==> src/rtl/vector_reg_file.sv <==
// Multi-lane SIMD register file: 2 async read ports with write bypass, 1 masked write
// port and a per-entry busy scoreboard. Define ZERO_REG_EN to hardwire entry 0 to zero.
`timescale 1ns/1ps

module vector_reg_file #(
  parameter  int N     = 24,
  parameter  int LANES = 4,
  parameter  int DEPTH = 16,
  localparam int AW    = $clog2(DEPTH),
  localparam int W     = LANES * N
) (
  input  logic             clk,
  input  logic             reset,
  input  logic [AW-1:0]    ra1,
  input  logic [AW-1:0]    ra2,
  output logic [W-1:0]     rd1,
  output logic [W-1:0]     rd2,
  output logic             busy1,
  output logic             busy2,
  input  logic             we,
  input  logic [AW-1:0]    wa,
  input  logic [W-1:0]     wd,
  input  logic [LANES-1:0] wmask,
  input  logic             iss_en,
  input  logic [AW-1:0]    iss_addr
);

`ifdef ZERO_REG_EN
  localparam bit ZeroReg = 1'b1;
`else
  localparam bit ZeroReg = 1'b0;
`endif

  logic [W-1:0]     memR [DEPTH];
  logic [DEPTH-1:0] busyR;
  logic [DEPTH-1:0] nextBusyS;
  logic             writeEnS;
  logic             issueEnS;

  // Lane-wise select: masked lanes take the new value, the rest keep the old one.
  function automatic logic [W-1:0] mergeLanes(input logic [W-1:0] oldVal,
                                              input logic [W-1:0] newVal,
                                              input logic [LANES-1:0] mask);
    logic [W-1:0] res;
    res = oldVal;
    for (int i = 0; i < LANES; i++) begin
      if (mask[i]) begin
        res[i*N +: N] = newVal[i*N +: N];
      end else begin
        res[i*N +: N] = oldVal[i*N +: N];
      end
    end
    return res;
  endfunction

  // Writes and issues aimed at a hardwired-zero entry are dropped here once.
  always_comb begin
    writeEnS = we     && !(ZeroReg && (wa       == {AW{1'b0}}));
    issueEnS = iss_en && !(ZeroReg && (iss_addr == {AW{1'b0}}));
  end

  // Scoreboard update: the clear is applied first so a same-entry issue wins.
  always_comb begin
    nextBusyS = busyR;
    if (writeEnS) begin
      nextBusyS[wa] = 1'b0;
    end else begin
      nextBusyS = nextBusyS;
    end
    if (issueEnS) begin
      nextBusyS[iss_addr] = 1'b1;
    end else begin
      nextBusyS = nextBusyS;
    end
  end

  // Storage and scoreboard state; reset discards any write in flight.
  always_ff @(posedge clk or posedge reset) begin
    if (reset) begin
      for (int i = 0; i < DEPTH; i++) begin
        memR[i] <= {W{1'b0}};
      end
      busyR <= {DEPTH{1'b0}};
    end else begin
      if (writeEnS) begin
        memR[wa] <= mergeLanes(memR[wa], wd, wmask);
      end
      busyR <= nextBusyS;
    end
  end

  // Read port 1: zero while in reset or on the zero entry, else stored data with bypass.
  always_comb begin
    if (reset || (ZeroReg && (ra1 == {AW{1'b0}}))) begin
      rd1   = {W{1'b0}};
      busy1 = 1'b0;
    end else if (writeEnS && (wa == ra1)) begin
      rd1   = mergeLanes(memR[ra1], wd, wmask);
      busy1 = busyR[ra1] & (issueEnS && (iss_addr == ra1));
    end else begin
      rd1   = memR[ra1];
      busy1 = busyR[ra1];
    end
  end

  // Read port 2: identical to port 1.
  always_comb begin
    if (reset || (ZeroReg && (ra2 == {AW{1'b0}}))) begin
      rd2   = {W{1'b0}};
      busy2 = 1'b0;
    end else if (writeEnS && (wa == ra2)) begin
      rd2   = mergeLanes(memR[ra2], wd, wmask);
      busy2 = busyR[ra2] & (issueEnS && (iss_addr == ra2));
    end else begin
      rd2   = memR[ra2];
      busy2 = busyR[ra2];
    end
  end

endmodule
==> config.mk <==
export PLATFORM = sky130hd
export DESIGN_NAME = vector_reg_file
export DESIGN_NICKNAME = d
export VERILOG_FILES = /design/src/rtl/vector_reg_file.sv
export SDC_FILE = /design/constraint.sdc
export NUM_CORES = 2
export LEC_CHECK = 0
export CAP_MARGIN = 20
export CELL_PAD_IN_SITES_DETAIL_PLACEMENT = 2
export CELL_PAD_IN_SITES_GLOBAL_PLACEMENT = 2
export CORE_MARGIN = 2
export CORE_UTILIZATION = 43
export DETAILED_ROUTE_END_ITERATION = 10
export PLACE_DENSITY = 0.81
export SYNTH_ARGS = -nofsm -noshare
export SYNTH_HDL_FRONTEND = slang
export SYNTH_SLANG_ARGS = --single-unit
==> constraint.sdc <==
create_clock -name clk -period 86.7 [get_ports clk]
set_input_delay 17.34 -clock clk [delete_from_list [all_inputs] [get_ports clk]]
set_output_delay 17.34 -clock clk [all_outputs]
set_load 0.005 [all_outputs]
Yosys cells after proc, flatten, opt, wreduce, memory -nomap -nowiden
Index checks and enable logic that the tools add are counted.
{"block": "word_totals", "out_inout_bits": 194, "in_bits": 120, "ff_bits": 1552}
{"block": "classes", "magnitude_cmp": 10, "mux": 46, "n_reduce_logical": 7, "bitwise": 8, "eq_ne": 4}
{"operator": "$bwmux 1536", "count": 1}
{"operator": "$bmux 96 s4", "count": 3}
{"operator": "$mux 96", "count": 11}
{"operator": "$demux 96 s4", "count": 1}
{"operator": "$mux 24", "count": 16}
{"operator": "$mux 16", "count": 2}
{"operator": "$lt 4x5->1 const B", "count": 4}
{"operator": "$and 16x16->16", "count": 1}
{"operator": "$eq 4x4->1", "count": 4}
{"operator": "$not 16->16", "count": 1}
{"operator": "$or 16x16->16", "count": 1}
{"operator": "$ge 5x5->1 const B", "count": 3}
{"operator": "$not 4->5", "count": 3}
{"operator": "$bmux 1 s4", "count": 2}
{"operator": "$demux 1 s4", "count": 2}
{"operator": "$ge 4x1->1 const B", "count": 2}
{"operator": "$mux 1", "count": 8}
{"operator": "$logic_and 1x1->1", "count": 7}
{"operator": "$lt 5x1->1 const B", "count": 1}
{"operator": "$and 1x1->1", "count": 2}

Depth between registers and ports, before layout
{"block": "depth", "ltp_word": 9, "ltp_mapped": 11, "depth_no_buf": 5}

Worst setup path before layout
No wires, ideal clock.
{"block": "synth_timing", "path_kind": "in2out", "startpoint": "input reset", "endpoint": "output rd1[85]", "setup_slack_ps": 15477, "arrival_time_ps": 53883, "stages": 4, "t_required_ps": 69360, "path_cell_list": "inv_1 > o31ai_2 > buf_2 > o31ai_1"}
{"block": "synth_via", "elab_chain_cells": 1}
{"element": "start: declaration", "line_no": "13", "source": "input logic reset,"}
{"element": "$mux 96", "line_no": "94", "source": "if (reset || (ZeroReg && (ra1 == {AW{1'b0}}))) begin"}
{"element": "end: declaration", "line_no": "16", "source": "output logic [W-1:0] rd1,"}
Every way passes these cells.

Final worst setup path
{"block": "layout_timing", "startpoint": "input ra1[2]", "endpoint": "output rd1[69]"}
{"block": "layout_via", "elab_chain_cells": 7, "word_cells_on_any_way": 9}
{"element": "start: declaration", "line_no": "14", "source": "input logic [AW-1:0] ra1,"}
{"element": "$not 4->5 (implied by the code)", "line_no": "98, 101"}
{"element": "$bmux 96 s4", "line_no": "98, 101"}
{"element": "$mux 96 (implied by the code) (2 in a row)", "line_no": "98, 101"}
{"element": "$mux 24", "line_no": "47", "source": "if (mask[i]) begin"}
{"element": "$mux 96 *", "line_no": "97", "source": "end else if (writeEnS && (wa == ra1)) begin"}
{"element": "$mux 96 *", "line_no": "94"}
Mark *: on every way between the ends. The rest lies on a longest branch, timed or not. The select of a mux whose other input is x is not followed.

==> flow_summary.yaml <==
status:
  outcome: "completed"
floorplanning:
  die_h_microns: 471
  die_x_microns: 471
  die_area_sq_um: 222000
  core_region_area_sq_um: 217000
  initial_core_util_pct: 43.2
  row_count: 171
  io_pins: 314
sta:
  relSlewSlack_pct: 14.7
  timing.final.crit_share_pct: 45.9
  tns_ns: 0
  skew_ns: 0.0381
  rsz0062_at_grt: "no"
  tightest_slew_ns: 1.27
  min_period_ns: 39.76
  setup-violations-final: 0
  fmax_mhz: 25.2
  hold_violations: 0
  slew_violations: 0
clock_network:
  cts_buffer_depth: 3
  cts_tree: "built"
  cts_sinks: 1552
  postCtsResizedCells: 0
  cts.htree.levels: 4
  cts_buffers: 176
  cts-root-buf: "clkbuf_16"
  post_cts_buffers: 0
  path_clk_slew_ns: 0.06
  clk_latency_ns: 0.89
  cts_hold_buf: 0
synthesis:
  muxShareOfSynthArea_pct: 32.0
  synthesis.nets: 8313
  synth_compound_area_share_pct: 15.2
  synth.distinct_cells: 54
  ys_ff_latch: 1552
  netlist_area_sq_um: 93700
  synth_simple_gate_area_share_pct: 6.98
  synth_top_family_by_area: "multiplexers"
  synthCells: 8193
  synth_xor_area_share_pct: 0.150
  synth.avg_cell_area_sq_um: 11.4
  ys_warn_count: 0
  yosysSeqAreaShare_pct: 41.4
  synthAdderAreaFrac_pct: 0
  synth_top_flop_cell: "dfrtp_1"
  async_flop_share_pct: 100
  synth_edf_count: 0
setup_path:
  worstSetupPathType: "primary input to output port"
  cp-end-kind: "output port"
  timing.critical_path.arrival_ns: 22.42
  worstPathRequired_ns: 69.36
  startpoint_type: "primary input"
  path_max_fanout: 87
place:
  dp_hpwl_microns: 234000
  place_inst: 10700
  port_buffers: 313
  place_congestion: 0.845
detailed_routing:
  route.detailed.drc: 0
  drtPass1Iterations: 5
  ant_nets: 0
  wl_microns: 429000
  drt_iter0_drc: 9561
  via_count: 80600
  wl_per_cell_microns: 38.9
  via_per_inst: 7.32
layout:
  syn_to_final_growth_pct: 11.9
  final_common_cell: "dfrtp_1"
  drive_gt1_share_pct: 24.0
  finalNetCount: 8124
  final_cells: 11000
  fillers: 21100
  fin_util_pct: 48.3
  layout_common_cells: "dfrtp_1 (1552), nand2_1 (1257), o21ai_0 (1176), mux4_2 (875), mux2i_1 (532)"
global_route:
  grt_max_degree: 164
  grt_pass1_wl_microns: 629000
  antenna_found_initial: 21
  grt_overflow: 0
  grt.total_usage_pct: 38.2
  grt_pass1_vias: 88900
power:
  p_per_area_nw_per_um2: 24.9
  static-leakage-power_nw: 43.4
  ir_drop_uv: 20.5
hold_path:
  min_path_type: "register to register"
job:
  drv_cap: 0
[layout make-up]
cell class / instances / area [sq um] / share of cell area [%]
Timing Repair Buffer: 512 / 4900 / 4.67
Clock buffer: 250 / 5080 / 4.85
Multi-Input combinational cell: 5755 / 51300 / 48.9
Antenna cell: 10 / 25.0 / 0.0239
Clock inverter: 73 / 1070 / 1.02
Inverter: 7 / 33.8 / 0.0322
Tap cell: 2854 / 3570 / 3.41
Sequential cell: 1552 / 38800 / 37.0
[cells in the mapped netlist (94+ instances only)]
cell	instances	area share [%]
nand2_1	1263	5.1
a22o_1	96	0.90
nor2_1	155	0.62
clkbuf_1	466	1.9
a31oi_1	99	0.66
dfrtp_1	1552	41
o31ai_1	94	0.75
mux4_2	875	21
o21ai_0	1176	6.3
buf_2	298	1.6
a21oi_1	114	0.61
mux2_2	444	5.3
o22ai_1	206	1.4
a22oi_1	252	2.0
mux2i_1	532	5.7
[registers in the layout (all words and copies together), names as in the netlist]
signal / count
memR: 1536
busyR: 16
[routing by layer]
metal | vias to the layer above | track usage (%) | wire length (microns)
li1 | 30700 | - | -
met1 | 43100 | 48.0 | 159000
met2 | 5151 | 59.8 | 200000
met3 | 1679 | 8.71 | 41000
met4 | 18 | 24.3 | 28600
met5 | - | 0 | 114
[power by group]
part	internal (mW)	leakage, nW	switching, mW
Clock	0.480	3.02	0.342
Combinational	0.343	20.5	0.348
Sequential	0.890	19.9	0.207
[path summary, 6_finish.rpt]
path | start | endpoint | slack (ns) | cells after the start
min in group asynchronous | reset | memR[1251] | 16.90 | 2
hold / removal | busyR[15] | busyR[15] | 0.53 | 2
hold reg to reg | busyR[15] | busyR[15] | 0.53 | 2
setup / recovery | ra1[2] | rd1[69] | 46.94 | 8
max in group asynchronous | reset | memR[1508] | 65.43 | 6
setup reg to reg | memR[197] | memR[869] | 83.87 | 6
[worst max-delay path: stages]
cell             delay (ns)
buf_8                  0.51
buf_4                  0.70
buf_4                  0.72
buf_4                  0.85
mux4_2                 0.37
o22ai_1                0.11
o31ai_1                0.80
clkdlybuf4s50_1        0.66
[through the flow]
stage	area [sq um]	power (mW)	setup WS [ns]	hold slack [ns]
finish	105000	2.61	46.94	0.525
global route	105000	2.70	46.80	0.548
CTS	105000	2.59	47.12	0.516
detailed placement	98300	1.75	47.16	0.504
global placement	98300	1.67	47.18	0.475
floorplan	93700	1.49	15.48	0.460
[kinds of logic (layout without fill, tap and decap cells)]
logic type	Yosys count	count (layout)
DFF	1552	1552
buffers and inverters	886	842
xor gates and xnor gates	16	16
AOI/OAI and AO/OA	2288	2288
other	0	10
muxes	1851	1851
and+or+nand+nor	1600	1600
Power figures use the tool's default switching activity.
